`config.mk`:
```
export PLATFORM = sky130hd
export DESIGN_NAME = mem_stage_flat
export DESIGN_NICKNAME = d
export VERILOG_FILES = /design/src/rtl/mem_stage_if.sv /design/src/rtl/mem_stage.sv /design/src/flat_wrapper.sv
export SDC_FILE = /design/constraint.sdc
export NUM_CORES = 1
export LEC_CHECK = 0
export BUFFER_PORTS_ARGS = -buffer_cell sky130_fd_sc_hd__buf_4
export CELL_PAD_IN_SITES_DETAIL_PLACEMENT = 1
export CELL_PAD_IN_SITES_GLOBAL_PLACEMENT = 1
export CORE_MARGIN = 2
export CORE_UTILIZATION = 32
export DETAILED_ROUTE_END_ITERATION = 12
export GPL_TIMING_DRIVEN = 0
export PLACE_DENSITY = 0.84
export SYNTH_ARGS = -nofsm -noshare
export SYNTH_HDL_FRONTEND = slang
export SYNTH_SLANG_ARGS = --single-unit
```
`constraint.sdc`:
```
create_clock -name clk -period 1.9 [get_ports clk]
set_input_delay 0 -clock clk [delete_from_list [all_inputs] [get_ports clk]]
set_output_delay 0 -clock clk [all_outputs]
set_load 0.02 [all_outputs]
```
`src/rtl/mem_stage_if.sv`:
```
`default_nettype none
// +----------------------------------------------------------------------+
// | Module      : mem_stage_if                                           |
// | Description : Execute-to-memory and memory-to-write-back handshake   |
// |               and payload signals of the memory pipeline stage.      |
// | Revision    : 1.0 - initial release                                  |
// +----------------------------------------------------------------------+
interface mem_stage_if #(
  parameter int EX_WD = 48
);
  logic             es_to_ms_valid;
  logic             ms_allowin;
  logic [102:0]     es_to_ms_bus;
  logic [6:0]       es_load_mem_bus;
  logic             es_ex;
  logic [EX_WD-1:0] es_ex_bus;
  logic [31:0]      data_sram_rdata;
  logic             ws_allowin;
  logic             ms_to_ws_valid;
  logic [69:0]      ms_to_ws_bus;
  logic [EX_WD-1:0] ms_ex_bus;
  logic             ms_ex;
  logic             flush;
  logic             ms_write_reg;
  logic [4:0]       ms_reg_dest;
  logic [31:0]      ms_to_ds_bus;

  // Upstream/environment side: drives execute bundle, SRAM data, back-pressure, flush.
  modport master (
    output es_to_ms_valid, es_to_ms_bus, es_load_mem_bus, es_ex, es_ex_bus,
    output data_sram_rdata, ws_allowin, flush,
    input  ms_allowin, ms_to_ws_valid, ms_to_ws_bus, ms_ex_bus, ms_ex,
    input  ms_write_reg, ms_reg_dest, ms_to_ds_bus
  );

  // Memory stage side.
  modport slave (
    input  es_to_ms_valid, es_to_ms_bus, es_load_mem_bus, es_ex, es_ex_bus,
    input  data_sram_rdata, ws_allowin, flush,
    output ms_allowin, ms_to_ws_valid, ms_to_ws_bus, ms_ex_bus, ms_ex,
    output ms_write_reg, ms_reg_dest, ms_to_ds_bus
  );
endinterface
`default_nettype wire

```
`src/rtl/mem_stage.sv`:
```
`default_nettype none
// +----------------------------------------------------------------------+
// | Module      : mem_stage                                              |
// | Description : MIPS memory stage - pipeline register, SRAM read-data  |
// |               hold buffer, load alignment and sign/zero extension.   |
// | Revision    : 1.0 - initial release                                  |
// +----------------------------------------------------------------------+
module mem_stage #(
  parameter int EX_WD = 48
) (
  input  wire logic   clk,
  input  wire logic   reset,
  mem_stage_if.slave  ms_if
);

  logic             r_ms_valid;
  logic             r_ms_first;
  logic [31:0]      r_rdata_buf;
  logic [102:0]     r_es_to_ms_bus;
  logic [6:0]       r_load_bus;
  logic             r_es_ex;
  logic [EX_WD-1:0] r_ex_bus;

  logic             w_allowin;
  logic             w_accept;
  logic [31:0]      w_data;
  logic [7:0]       w_byte;
  logic [15:0]      w_half;
  logic [31:0]      w_load_result;
  logic [31:0]      w_final_result;

  // Payload fields of the held bundle.
  wire logic        w_res_from_mem = r_es_to_ms_bus[102];
  wire logic        w_gr_we        = r_es_to_ms_bus[101];
  wire logic [4:0]  w_dest         = r_es_to_ms_bus[100:96];
  wire logic [31:0] w_alu_result   = r_es_to_ms_bus[95:64];
  wire logic [31:0] w_rt_value     = r_es_to_ms_bus[63:32];
  wire logic [31:0] w_pc           = r_es_to_ms_bus[31:0];
  wire logic [1:0]  w_width        = r_load_bus[6:5];
  wire logic        w_sign         = r_load_bus[4];
  wire logic [1:0]  w_lr           = r_load_bus[3:2];
  wire logic [1:0]  w_addr_lo      = r_load_bus[1:0];

  assign w_allowin = !r_ms_valid || ms_if.ws_allowin;
  assign w_accept  = ms_if.es_to_ms_valid && w_allowin;

  // Stage valid flag; flush kills the held bundle and wins over an accept.
  always_ff @(posedge clk) begin
    if (reset || ms_if.flush) begin
      r_ms_valid <= 1'b0;
    end else if (w_allowin) begin
      r_ms_valid <= ms_if.es_to_ms_valid;
    end
  end

  // Marks the single cycle in which the SRAM output belongs to this bundle.
  always_ff @(posedge clk) begin
    if (reset || ms_if.flush) begin
      r_ms_first <= 1'b0;
    end else begin
      r_ms_first <= w_accept;
    end
  end

  // Keep the read data so a stalled load survives the SRAM output changing.
  always_ff @(posedge clk) begin
    if (reset) begin
      r_rdata_buf <= 32'd0;
    end else if (r_ms_first) begin
      r_rdata_buf <= ms_if.data_sram_rdata;
    end
  end

  // Pipeline register for the execute bundle and its exception side-band.
  always_ff @(posedge clk) begin
    if (reset) begin
      r_es_to_ms_bus <= '0;
      r_load_bus     <= '0;
      r_es_ex        <= 1'b0;
      r_ex_bus       <= '0;
    end else if (w_accept) begin
      r_es_to_ms_bus <= ms_if.es_to_ms_bus;
      r_load_bus     <= ms_if.es_load_mem_bus;
      r_es_ex        <= ms_if.es_ex;
      r_ex_bus       <= ms_if.es_ex_bus;
    end
  end

  assign w_data = r_ms_first ? ms_if.data_sram_rdata : r_rdata_buf;
  assign w_half = w_addr_lo[1] ? w_data[31:16] : w_data[15:0];

  // Load alignment: lane select, extension and LWL/LWR merge with rt.
  always_comb begin
    w_load_result = w_data;
    case (w_addr_lo)
      2'd0:    w_byte = w_data[7:0];
      2'd1:    w_byte = w_data[15:8];
      2'd2:    w_byte = w_data[23:16];
      default: w_byte = w_data[31:24];
    endcase
    case (w_width)
      2'b11: w_load_result = w_data;
      2'b10: w_load_result = {{16{w_sign & w_half[15]}}, w_half};
      2'b01: w_load_result = {{24{w_sign & w_byte[7]}}, w_byte};
      default: begin
        if (w_lr == 2'b10) begin
          case (w_addr_lo)
            2'd0:    w_load_result = {w_data[7:0],  w_rt_value[23:0]};
            2'd1:    w_load_result = {w_data[15:0], w_rt_value[15:0]};
            2'd2:    w_load_result = {w_data[23:0], w_rt_value[7:0]};
            default: w_load_result = w_data;
          endcase
        end else if (w_lr == 2'b01) begin
          case (w_addr_lo)
            2'd0:    w_load_result = w_data;
            2'd1:    w_load_result = {w_rt_value[31:24], w_data[31:8]};
            2'd2:    w_load_result = {w_rt_value[31:16], w_data[31:16]};
            default: w_load_result = {w_rt_value[31:8],  w_data[31:24]};
          endcase
        end
      end
    endcase
  end

  assign w_final_result = w_res_from_mem ? w_load_result : w_alu_result;

  assign ms_if.ms_allowin     = w_allowin;
  assign ms_if.ms_to_ws_valid = r_ms_valid;
  assign ms_if.ms_to_ws_bus   = {w_gr_we, w_dest, w_final_result, w_pc};
  assign ms_if.ms_ex_bus      = r_ex_bus;
  assign ms_if.ms_ex          = r_ms_valid & r_es_ex;
  assign ms_if.ms_write_reg   = r_ms_valid & w_gr_we;
  assign ms_if.ms_reg_dest    = w_dest;
  assign ms_if.ms_to_ds_bus   = w_final_result;

endmodule
`default_nettype wire

```
`src/flat_wrapper.sv`:
```
// flat-port wrapper written by rule: the top's interface ports become plain ports
module mem_stage_flat 
#(
  parameter int EX_WD = 48
)
  (clk, reset, ms_if_es_to_ms_valid, ms_if_es_to_ms_bus, ms_if_es_load_mem_bus, ms_if_es_ex, ms_if_es_ex_bus, ms_if_data_sram_rdata, ms_if_ws_allowin, ms_if_flush, ms_if_ms_allowin, ms_if_ms_to_ws_valid, ms_if_ms_to_ws_bus, ms_if_ms_ex_bus, ms_if_ms_ex, ms_if_ms_write_reg, ms_if_ms_reg_dest, ms_if_ms_to_ds_bus);
  mem_stage_if #(.EX_WD(EX_WD)) ms_if_i ();
  input  wire logic clk;
  input  wire logic reset;
  input wire logic [$bits(ms_if_i.es_to_ms_valid)-1:0] ms_if_es_to_ms_valid;
  input wire logic [$bits(ms_if_i.es_to_ms_bus)-1:0] ms_if_es_to_ms_bus;
  input wire logic [$bits(ms_if_i.es_load_mem_bus)-1:0] ms_if_es_load_mem_bus;
  input wire logic [$bits(ms_if_i.es_ex)-1:0] ms_if_es_ex;
  input wire logic [$bits(ms_if_i.es_ex_bus)-1:0] ms_if_es_ex_bus;
  input wire logic [$bits(ms_if_i.data_sram_rdata)-1:0] ms_if_data_sram_rdata;
  input wire logic [$bits(ms_if_i.ws_allowin)-1:0] ms_if_ws_allowin;
  input wire logic [$bits(ms_if_i.flush)-1:0] ms_if_flush;
  output wire logic [$bits(ms_if_i.ms_allowin)-1:0] ms_if_ms_allowin;
  output wire logic [$bits(ms_if_i.ms_to_ws_valid)-1:0] ms_if_ms_to_ws_valid;
  output wire logic [$bits(ms_if_i.ms_to_ws_bus)-1:0] ms_if_ms_to_ws_bus;
  output wire logic [$bits(ms_if_i.ms_ex_bus)-1:0] ms_if_ms_ex_bus;
  output wire logic [$bits(ms_if_i.ms_ex)-1:0] ms_if_ms_ex;
  output wire logic [$bits(ms_if_i.ms_write_reg)-1:0] ms_if_ms_write_reg;
  output wire logic [$bits(ms_if_i.ms_reg_dest)-1:0] ms_if_ms_reg_dest;
  output wire logic [$bits(ms_if_i.ms_to_ds_bus)-1:0] ms_if_ms_to_ds_bus;
  assign ms_if_i.es_to_ms_valid = ms_if_es_to_ms_valid;
  assign ms_if_i.es_to_ms_bus = ms_if_es_to_ms_bus;
  assign ms_if_i.es_load_mem_bus = ms_if_es_load_mem_bus;
  assign ms_if_i.es_ex = ms_if_es_ex;
  assign ms_if_i.es_ex_bus = ms_if_es_ex_bus;
  assign ms_if_i.data_sram_rdata = ms_if_data_sram_rdata;
  assign ms_if_i.ws_allowin = ms_if_ws_allowin;
  assign ms_if_i.flush = ms_if_flush;
  assign ms_if_ms_allowin = ms_if_i.ms_allowin;
  assign ms_if_ms_to_ws_valid = ms_if_i.ms_to_ws_valid;
  assign ms_if_ms_to_ws_bus = ms_if_i.ms_to_ws_bus;
  assign ms_if_ms_ex_bus = ms_if_i.ms_ex_bus;
  assign ms_if_ms_ex = ms_if_i.ms_ex;
  assign ms_if_ms_write_reg = ms_if_i.ms_write_reg;
  assign ms_if_ms_reg_dest = ms_if_i.ms_reg_dest;
  assign ms_if_ms_to_ds_bus = ms_if_i.ms_to_ds_bus;
  mem_stage #(.EX_WD(EX_WD)) u_core (.clk(clk), .reset(reset), .ms_if(ms_if_i));
endmodule
```
# Yosys cells after proc, flatten, opt, wreduce, memory -nomap -nowiden
# Index checks and enable logic that the tools add are counted.
[totals] n_memories=0 wordCells=32 ram_bits=0 reg_bits=193 romBits=0 latch_bits=0
[classes] mul=0 add_sub_neg=0 bitwise_logic=4 eq_ne=7 n_mux=9 n_shift=0 div=0 n_reduce_logical=5 order_cmp=0
[ops] operator="one-hot mux 32 bit (3 select lines)" n=3
[ops] operator="2-to-1 mux 32 bit" n=4
[ops] operator="one-hot mux 8 bit (3 select lines)" n=1
[ops] operator="2-to-1 mux 16 bit" n=1
[ops] operator="== test 2 bit, second input constant" n=4
[ops] operator="== test 2 x 1 -> 1 bit, second input constant" n=3
[ops] operator="bitwise AND 1 bit" n=4
[ops] operator="logical NOT 2 bit" n=1
[ops] operator="logical OR 1 bit" n=2
[ops] operator="logical AND 1 bit" n=1
[ops] operator="logical NOT 1 bit" n=1

# Logic depth before layout (Yosys ltp)
# Gate-level depths: netlist (run 1).
[depth] word_depth=6 ltp_mapped=10 mapped_depth_nobuf=5

# Worst setup path after synthesis (run 1)
# Ideal clock, no wire load.
[synth_timing] kind="reg-to-output" from="reg u_core.r_ms_first" to="out ms_if_ms_to_ws_bus[55]" stages_incl_launch_ff=11 setup_slack_ps=-466 required_ps=1900 t_arrival_ps=2366 n_path_buf=5 path_cell_list="dfxtp_1 buf_6 buf_6 buf_6 buf_6 mux2i_2 a211o_1 a21oi_1 a211oi_1 a211oi_1 buf_4"
[synth_between] elab_chain_len=6
[synth_rtl] item="from (decl)" line_no="mem_stage.sv:17" source="logic r_ms_first;"
[synth_rtl] item="from (signal assigned)" line_no="mem_stage.sv:61" source="r_ms_first <= w_accept;"
[synth_rtl] item="2-to-1 mux 32 bit *" line_no="mem_stage.sv:89" source="assign w_data = r_ms_first ? ms_if.data_sram_rdata : r_rdata_buf;"
[synth_rtl] item="one-hot mux 32 bit (3 select lines)" line_no="mem_stage.sv:114" source="case (w_addr_lo)"
[synth_rtl] item="2-to-1 mux 32 bit" line_no="mem_stage.sv:113" source="end else if (w_lr == 2'b01) begin"
[synth_rtl] item="2-to-1 mux 32 bit" line_no="mem_stage.sv:106" source="if (w_lr == 2'b10) begin"
[synth_rtl] item="one-hot mux 32 bit (3 select lines) *" line_no="mem_stage.sv:101" source="case (w_width)"
[synth_rtl] item="2-to-1 mux 32 bit *" line_no="mem_stage.sv:125" source="assign w_final_result = w_res_from_mem ? w_load_result : w_alu_result;"
[synth_rtl] item="to (decl)" line_no="flat_wrapper.sv:20" source="output wire logic [$bits(ms_if_i.ms_to_ws_bus)-1:0] ms_if_ms_to_ws_bus;"
# Mark *: on every way between the ends. The rest lies on a longest branch, timed or not.

# Worst setup path after layout (run 1)
# Ends and elaborated chain as after synthesis.

==> results of run 1 <==
-- state kept, by name, indices dropped and copies added (netlist names) --
signal,count
u_core.r_es_ex,1
u_core.ms_if.ms_ex_bus,48
u_core.r_rdata_buf,32
u_core.r_load_bus,7
u_core.r_es_to_ms_bus,103
u_core.ms_if.ms_to_ws_valid,1
u_core.r_ms_first,1
-- area by class of cell --
class	count	area (sq um)
sequential	193	3870
buffer	175	1260
clock buffer	18	439
inverter	6	23.8
fill	3529	13000
tap	396	495
clock inverter	12	125
multi-input combinational	889	6170
timing repair buffer	598	5330
antenna	3	7.51
-- critical path, stage by stage (launching register included) --
cell      delay (ns)
dfxtp_2         0.33
buf_12          0.14
buf_4           0.14
mux4_2          0.40
mux2i_4         0.12
nor3b_1         0.42
nor4_4          0.08
buf_12          0.16
a211oi_2        0.34
buf_4           0.18
buf_6           0.10
-- cell families after synthesis --
family	after synthesis
buffers and inverters	184
DFF	193
and+or+nand+nor	456
adders and majority gates	8
muxes	97
AOI/OAI and AO/OA	328
-- per-layer routing --
metal	vias up	track usage [%]
met4	0	19.3
met3	240	7.88
met5	-	0
met2	746	62.1
met1	6297	37.7
li1	5538	-
-- metrics by stage --
step	worst slack, ns	area [sq um]	utilization, %	hold slack, ns
6_report	-0.973	17700	57.6	-0.154
5_1_grt	-1.00	17700	57.6	-0.137
4_1_cts	-0.889	17300	56.2	-0.152
3_5_place_dp	-0.914	13500	43.9	0.176
3_3_place_gp	-0.907	13500	43.9	0.174
2_1_floorplan	-0.238	10400	-	0.0718
-- path summary, 6_finish.rpt --
path                                                             start                                endpoint  slack [ns]  depth (start not counted)
worst max register to register            u_core.r_ms_first$_SDFF_PP0_        u_core.r_rdata_buf[3]$_SDFF_PP0_        0.02                          6
worst min-delay path                          ms_if_data_sram_rdata[0]        u_core.r_rdata_buf[0]$_SDFF_PP0_       -0.15                          3
worst max-delay path                      u_core.r_ms_first$_SDFF_PP0_                  ms_if_ms_to_ws_bus[55]       -0.97                         10
worst min register to register  u_core.r_es_to_ms_bus[86]$_SDFFE_PP0P_  u_core.r_es_to_ms_bus[86]$_SDFFE_PP0P_        0.46                          2
-- layout by cell type, fill, tap and decap left out, types with 6 or more instances in the layout --
| cell type | count |
|---|---|
| a22oi_2 | 6 |
| o32a_1 | 7 |
| buf_6 | 90 |
| clkbuf_1 | 39 |
| clkbuf_16 | 17 |
| maj3_2 | 6 |
| nor2_4 | 6 |
| o22ai_1 | 13 |
| dfxtp_1 | 190 |
| mux4_2 | 15 |
| inv_6 | 6 |
| a22oi_1 | 9 |
| a21oi_2 | 14 |
| a31oi_4 | 7 |
| buf_4 | 409 |
| a2bb2oi_2 | 7 |
| a21oi_1 | 170 |
| o221ai_2 | 10 |
| clkbuf_2 | 30 |
| a221o_1 | 6 |
| nand2_1 | 343 |
| o211ai_1 | 16 |
| mux2i_4 | 30 |
| buf_2 | 6 |
| dlygate4sd3_1 | 173 |
| nor2_1 | 69 |
| a211oi_2 | 7 |
| mux2_4 | 28 |
| mux2i_1 | 20 |
| buf_12 | 11 |
| a31oi_1 | 6 |
-- power groups by stage --
stage / logic, mW / registers, mW / clock network [mW]
CTS: 3.47 / 4.42 / 3.72
finish: 3.79 / 4.45 / 3.77
detailed placement: 2.77 / 4.50 / 0
floorplan: 1.51 / 4.52 / 0
global route: 3.94 / 4.47 / 3.92
global placement: 2.73 / 4.49 / 0
-- timing repair --
action	in CTS	in global routing
setup buffers	50	18
gates resized for setup	238	72
hold endpoints to repair	187	10
cloned	4	0
hold buffers	172	2
pin swaps	45	21
setup endpoints to repair	175	142
==> results.toml, run 1 <==
[detailed_routing]
first_pass_iters = 5
wl_per_cell_microns = 25.9
route.met3.wl_microns = 4600
vias = 12800
vias_per_cell = 5.60
drt_wl_total_microns = 59300
drt_iter0_markers = 1133
wl_met1_microns = 21400
ant_nets = 0
route.detailed.drc = 0
dr.max_layer_used = "met4"
met2_length_microns = 29500

[yosys]
yosys_register_bits = 193
synth_edf_count = 0
synthCells = 1266
syn_area_sq_um = 10000
ys_warn_count = 0
synth.avg_cell_area_sq_um = 7.94
synthTopCellsByCount = "348 x nand2_1, 193 x dfxtp_1, 186 x a21oi_1"
synth_top_family_by_area = "compound AO/OA/AOI/OAI gates"
synth_compound_area_share_pct = 20.3
synthArstFlopShare_pct = 0
yosysTopAreaCell = "dfxtp_1"
yosysTopAreaCellShare_pct = 38.5
ys_seq_area_share_pct = 38.5
synth-xor-area-share_pct = 0
synth_top_cells_by_area = "dfxtp_1 38%, nand2_1 13%, a21oi_1 9.3%"
synthSimpleGateAreaFrac_pct = 17.9
synthMuxAreaShare_pct = 12.3
synth.distinct_cells = 59
yosysMostFrequentCell = "nand2_1"
syn-num-nets = 1462
synth_ff_type = "dfxtp_1"
synthAdderAreaFrac_pct = 0.809

[die]
ios = 355
die_y_microns = 181
core_sq_um = 30700
die_w_microns = 181
rows = 64
initial_core_util_pct = 32.7
die-area_sq_um = 32800

[power_and_ir_drop]
switchingPower_mw = 4.07
power_density_nw_per_um2 = 679
power.share.sequential_pct = 37.1
ir_worst_vdd_uv = 504
finalPower_mw = 12.0
intPower_mw = 7.94
leakagePower_nw = 7.39
power_frac_comb_pct = 31.5
swShare_pct = 33.9
pwr-share-clk_pct = 31.4

[grt]
antenna_found_initial = 2
grt_pass1_vias = 14000
grt_usage_pct = 34.7
grt_pass1_wl_microns = 85800
grt-ovfl-total = 0
grt_max_degree = 18

[sta]
setup_viol = 64
fin_ws_ns = -0.973
fmaxAchievable_mhz = 348
period_minus_slack_ns = 2.87
maxSlewHeadroom_pct = 37.7
whs_ns = -0.154
period_share_pct = 151
worst_pin_slew_ns = 0.935
hold_viol_final = 8
rsz0062_at_grt = "yes"
clock_skew_ns = 0.0166
setup_tns_ns = -55.96
finalMaxSlewViolations = 0

[clock_tree]
insertion_delay_ns = 0.47
h-tree-depth = 4
cts_sinks = 193
root_buffer = "clkbuf_16"
cts_tree = "built"
clk_pin_slew_worst_paths_ns = 0.09
clockBufferDepth = 2
cts_buffers = 17

[setup_path]
path_class = "flip-flop to primary output"
endpoint_kind = "primary output"
cp-start-kind = "flip-flop"
critPathMaxFanout = 7
required_ns = 1.90
critPathArrivalTime_ns = 2.87

[run_status]
violations = "hold timing, setup timing"
status = "finished with violations"

[placed_design]
port_buffers = 353
hpwl_microns = 37000
dp_cells = 2015
place.gp.congestion = 0.985

[hold_path]
min_path_type = "primary input to flip-flop"

[cells_and_area]
fin_nets = 2076
area_delta_synth_final_pct = 76.3
final_cells = 2290
drive_gt1_share_pct = 40.6

[run]
cap_violations = 0
Note: power is estimated with default switching activity, not from simulation.
==> run 2, diff against run 1 <==
Settings changed: ABC_AREA from default to 0, GPL_TIMING_DRIVEN 0 to default.
==> results.toml, run 2 (synthesis results as in run 1) <==
[setup_path]
startpoint = "u_core.r_ms_first$_SDFF_PP0_"
r2r_start = "u_core.r_ms_first$_SDFF_PP0_"
cp_cell_sequence = "buf_6 > mux4_2 > mux2i_4 > nor3b_1 > nor4_4 > buf_12 > a211oi_2 > buf_4"
critPathArrivalTime_ns = 2.70
required_ns = 1.90
path_class = "flip-flop to primary output"
slowest_delay_ns = 0.49
slowest_stage = "nor3b_1"
cp-start-kind = "flip-flop"
critPathMaxFanout = 6
endpoint_kind = "primary output"

[detailed_routing]
vias_per_cell = 5.49
ant_nets = 0
vias = 12200
route.detailed.drc = 0
met2_length_microns = 27100
drt_wl_total_microns = 54500
wl_per_cell_microns = 24.4
wl_met1_microns = 20400
route.met3.wl_microns = 3910
first_pass_iters = 5
drt_iter0_markers = 767
dr.max_layer_used = "met4"

[cells_and_area]
drive_gt1_share_pct = 36.8
largest_reg_flops = 103
top_register = "u_core.r_es_to_ms_bus"
area_delta_synth_final_pct = 67.4
fin_nets = 2013
fillers = 3560
final_cell_mix = "469 x buf_4, 344 x nand2_1, 190 x dfxtp_1"
final_common_cell = "buf_4"

[sta]
period_share_pct = 142
rsz0062_at_grt = "yes"
maxSlewHeadroom_pct = 62.7
hold_viol_final = 1
setup_tns_ns = -45.41
clock_skew_ns = 0.0115
finalMaxSlewViolations = 0
setup_viol = 64
worst_pin_slew_ns = 0.560
fmaxAchievable_mhz = 370
period_minus_slack_ns = 2.70
whs_ns = -0.0165
fin_ws_ns = -0.804

[power_and_ir_drop]
finalPower_mw = 11.5
leakagePower_nw = 7.08
ir_worst_vdd_uv = 619
power_density_nw_per_um2 = 683

[die]
core_sq_um = 30700
initial_core_util_pct = 32.7
die_y_microns = 181
die_w_microns = 181
die-area_sq_um = 32800
ios = 355
rows = 64

[clock_tree]
cts_buffers = 17
clockBufferDepth = 2
insertion_delay_ns = 0.46
cts_tree = "built"
h-tree-depth = 4
root_buffer = "clkbuf_16"
clk_pin_slew_worst_paths_ns = 0.08
cts_sinks = 193

[run_status]
status = "finished with violations"
violations = "hold timing, setup timing"

[placed_design]
port_buffers = 354
place.gp.congestion = 0.978
hpwl_microns = 35000

[run]
cap_violations = 0

[grt]
grt_pass1_wl_microns = 80300
grt_pass1_vias = 13400
grt_usage_pct = 32.1
grt_max_degree = 88
grt-ovfl-total = 0
antenna_found_initial = 3

[hold_path]
min_from = "ms_if_data_sram_rdata[21]"
min_path_type = "primary input to flip-flop"
==> run 2: final cells by class <==
class / count / area [sq um] / share of cell area, %
antenna: 2 / 5.00 / 0.0298
inverter: 6 / 22.5 / 0.134
multi-input combinational: 890 / 5730 / 34.1
clock inverter: 11 / 106 / 0.632
tap: 396 / 495 / 2.95
sequential: 193 / 3870 / 23.0
clock buffer: 21 / 450 / 2.68
timing repair buffer: 709 / 6140 / 36.5
==> run 2: timing repair <==
action / 4_1_cts / 5_1_grt
resized for setup: 63 / 43
endpoints found under the setup margin: 64 / 68
gates cloned: 1 / 0
pin swaps: 24 / 13
setup buffers: 11 / 8
hold buffers: 180 / 0
hold endpoints to repair: 187 / 0
==> run 2: path summary, 6_finish.rpt <==
kind                                  endpoint  slack, ns  cells past startpoint
min          u_core.r_rdata_buf[21]$_SDFF_PP0_      -0.02                      4
min reg2reg        u_core.r_es_ex$_SDFFE_PP0P_       0.45                      2
max                     ms_if_ms_to_ds_bus[18]      -0.80                      8
max reg2reg   u_core.r_rdata_buf[8]$_SDFF_PP0_       0.08                      6
==> run 2: through the flow <==
stage | cells | cell area [sq um] | util, % | hold slack, ns | setup WS [ns]
finish | 2228 | 16800 | 54.7 | -0.0165 | -0.804
global route | 2228 | 16800 | 54.7 | 0.0373 | -0.847
CTS | 2219 | 16600 | 53.8 | -0.00880 | -0.717
detailed placement | 1998 | 13800 | 45.0 | 0.179 | -0.307
global placement | 1998 | 13800 | 45.0 | 0.178 | -0.262
floorplan | 1266 | 10400 | - | 0.0718 | -0.238
==> run 2: per-layer routing <==
layer  global-route usage (%)  vias up
met5                        0        -
met4                     16.6        0
met3                     8.55      196
met2                     57.0      617
met1                     35.0     6008
li1                         -     5407
==> run 2: power breakdown <==
group	leakage, nW	total, mW	switching [mW]	internal [mW]
Sequential	1.59	4.45	0.184	4.26
Clock	0.264	3.60	1.75	1.86
Combinational	5.22	3.43	1.81	1.62
Total	7.08	11.5	3.74	7.74
==> run 2: critical path, delay by kind of cell (launching register included) <==
| kind | cells | cell delay, ns |
|---|---|---|
| DFF | 1 | 0.38 |
| buffers and inverters | 3 | 0.49 |
| and+or+nand+nor | 2 | 0.59 |
| muxes | 2 | 0.53 |
| AOI/OAI and AO/OA | 1 | 0.25 |
==> run 3, diff against run 2 <==
Settings changed: ABC_AREA 0 to 1, CORE_UTILIZATION 32 to 31, PLACE_DENSITY 0.84 to 0.85, SLEW_MARGIN from default to 20.
==> results.toml, run 3 <==
[die]
die-area_sq_um = 35100
core_sq_um = 33400
die_y_microns = 187
rows = 67
initial_core_util_pct = 31.3
die_w_microns = 187
ios = 355

[yosys]
ys_warn_count = 0
ys_seq_area_share_pct = 37.0
synth.distinct_cells = 31
syn-num-nets = 1838
synth_compound_area_share_pct = 14.0
synth_top_cells_by_area = "dfxtp_1 37%, nand2_1 15%, nor2_1 13%"
synth-xor-area-share_pct = 0
synthSimpleGateAreaFrac_pct = 35.9
synthArstFlopShare_pct = 0
yosys_register_bits = 193
synth_ff_type = "dfxtp_1"
synthTopCellsByCount = "427 x nand2_1, 364 x nor2_1, 193 x dfxtp_1"
synthMuxAreaShare_pct = 0
syn_area_sq_um = 10400
synthAdderAreaFrac_pct = 0
yosysMostFrequentCell = "nand2_1"
synth_top_family_by_area = "simple AND/OR/NAND/NOR gates"
synth.avg_cell_area_sq_um = 6.35
synthCells = 1642
synth_edf_count = 0
yosysTopAreaCellShare_pct = 37.0
yosysTopAreaCell = "dfxtp_1"

[setup_path]
path_buf_inv = 4
endpoint_kind = "primary output"
r2r_start = "u_core.ms_if.ms_to_ws_valid$_SDFFE_PP0N_"
slowest_delay_ns = 0.37
r2r_slack_ns = 0.09
cp_cell_sequence = "inv_4 > buf_6 > nand2_1 > o21ai_2 > nand3_2 > buf_12 > nand3_2 > nor2_2 > nor2_2 > buf_4"
required_ns = 1.90
critPathMaxFanout = 21
reg2reg_depth = 5
cp_top_family = "buffers and inverters"
r2r-end = "u_core.ms_if.ms_to_ws_valid$_SDFFE_PP0N_"
cp-start-kind = "flip-flop"
critPathArrivalTime_ns = 2.32
path_class = "flip-flop to primary output"
slowest_stage = "dfxtp_4"

[grt]
antenna_found_initial = 4
grt_usage_pct = 31.8
grt_max_degree = 160
grt-ovfl-total = 0
grt_pass1_vias = 14800
grt_pass1_wl_microns = 86200

[detailed_routing]
vias_per_cell = 5.41
first_pass_iters = 6
ant_nets = 0
route.detailed.drc = 0
wl_per_cell_microns = 23.5
drt_wl_total_microns = 61200
vias = 14100
drt_iter0_markers = 1123

[cells_and_area]
area_delta_synth_final_pct = 66.7
largest_reg_flops = 103
final_common_cell = "buf_4"
fin_nets = 2332
drive_gt1_share_pct = 35.0
fillers = 4160
top_register = "u_core.r_es_to_ms_bus"
final_cells = 2601
utilization_pct = 52.1
final_cell_mix = "387 x buf_4, 332 x nor2_1, 325 x nand2_1"

[power_and_ir_drop]
ir_worst_vdd_uv = 568
leakagePower_nw = 8.24
power_density_nw_per_um2 = 715

[sta]
maxSlewHeadroom_pct = 49.7
fin_ws_ns = -0.417
worst_pin_slew_ns = 0.754
period_minus_slack_ns = 2.32
period_share_pct = 122
clock_skew_ns = 0.0244
fmaxAchievable_mhz = 432
setup_viol = 64
hold_viol_final = 0
rsz0062_at_grt = "yes"
finalMaxSlewViolations = 0

[run]
cap_violations = 0

[clock_tree]
cts_tree = "built"
insertion_delay_ns = 0.46
cts_buffers = 17
root_buffer = "clkbuf_16"
h-tree-depth = 4
cts_sinks = 193
clk_pin_slew_worst_paths_ns = 0.08
clockBufferDepth = 2

[hold_path]
hold_depth = 5
holdPathEnd = "u_core.r_rdata_buf[27]$_SDFF_PP0_"
min_path_type = "primary input to flip-flop"
min_from = "ms_if_data_sram_rdata[27]"

[placed_design]
dp_cells = 2367
hpwl_microns = 35800
place.gp.congestion = 0.927
port_buffers = 354
dp_slack_ns = -0.0766

[run_status]
violations = "setup timing"
status = "finished with violations"
[run 3: kinds of logic after synthesis]
logic type	after synthesis
AND/OR/NAND/NOR	917
AO/OA/AOI/OAI	285
buffers and inverters	247
flip-flops	193
[run 3: worst max path at each step]
stage | start | to | cells after the start
final | u_core.r_load_bus[1]$_SDFFE_PP0P_ | ms_if_ms_to_ds_bus[28] | 10
after global routing | u_core.r_ms_first$_SDFF_PP0_ | ms_if_ms_to_ds_bus[24] | 11
after CTS | u_core.r_ms_first$_SDFF_PP0_ | ms_if_ms_to_ws_bus[46] | 13
after detailed placement | u_core.r_ms_first$_SDFF_PP0_ | ms_if_ms_to_ds_bus[10] | 11
after global placement | u_core.r_ms_first$_SDFF_PP0_ | ms_if_ms_to_ws_bus[32] | 10
after floorplan | u_core.r_ms_first$_SDFF_PP0_ | ms_if_ms_to_ws_bus[60] | 11
[run 3: repair_timing]
item,4_1_cts,5_1_grt
gates cloned,2,4
endpoints found under the setup margin,64,64
resized for setup,131,207
pin swaps,25,53
hold endpoints to repair,186,0
hold buffers,175,0
buffers inserted,10,7
[run 3: area by class of cell]
cell class	instances	area [sq um]	share of cell area [%]
Clock buffer	18	429	2.47
Multi-Input combinational cell	1202	6090	35.0
Antenna cell	4	10.0	0.0575
Tap cell	448	561	3.22
Timing Repair Buffer	654	6000	34.5
Clock inverter	14	150	0.863
Sequential cell	193	3880	22.3
Inverter	68	274	1.58
[run 3: per-layer routing]
| metal | global-route usage [%] | wire length, microns |
|---|---|---|
| met4 | 17.4 | 4120 |
| met1 | 35.0 | 22100 |
| met5 | 0 | 0 |
| met2 | 57.8 | 30700 |
| met3 | 5.63 | 4270 |
[run 3: power by group]
group	internal (mW)	total (mW)	switching, mW
logic	1.75	4.13	2.38
clock network	1.86	3.73	1.87
registers	4.32	4.57	0.242
total	7.94	12.4	4.49
[run 3: through the flow]
step / hold slack [ns] / power (mW) / setup TNS [ns] / cell area (sq um)
after floorplan: 0.165 / 6.37 / 0 / 10400
after global placement: 0.250 / 7.66 / -0.197 / 13600
after detailed placement: 0.261 / 7.73 / -0.488 / 13600
after CTS: 0.00675 / 11.9 / -16.67 / 16500
after global routing: 0.0314 / 12.8 / -24.11 / 17400
final: 0.00155 / 12.4 / -20.32 / 17400
[run 3: worst register-to-register path, delay by kind of cell, from the launching register on]
kind                   cells  cell delay [ns]
buffers and inverters      2             0.87
AO/OA/AOI/OAI              1             0.14
flip-flops                 1             0.35
AND/OR/NAND/NOR            2             0.33
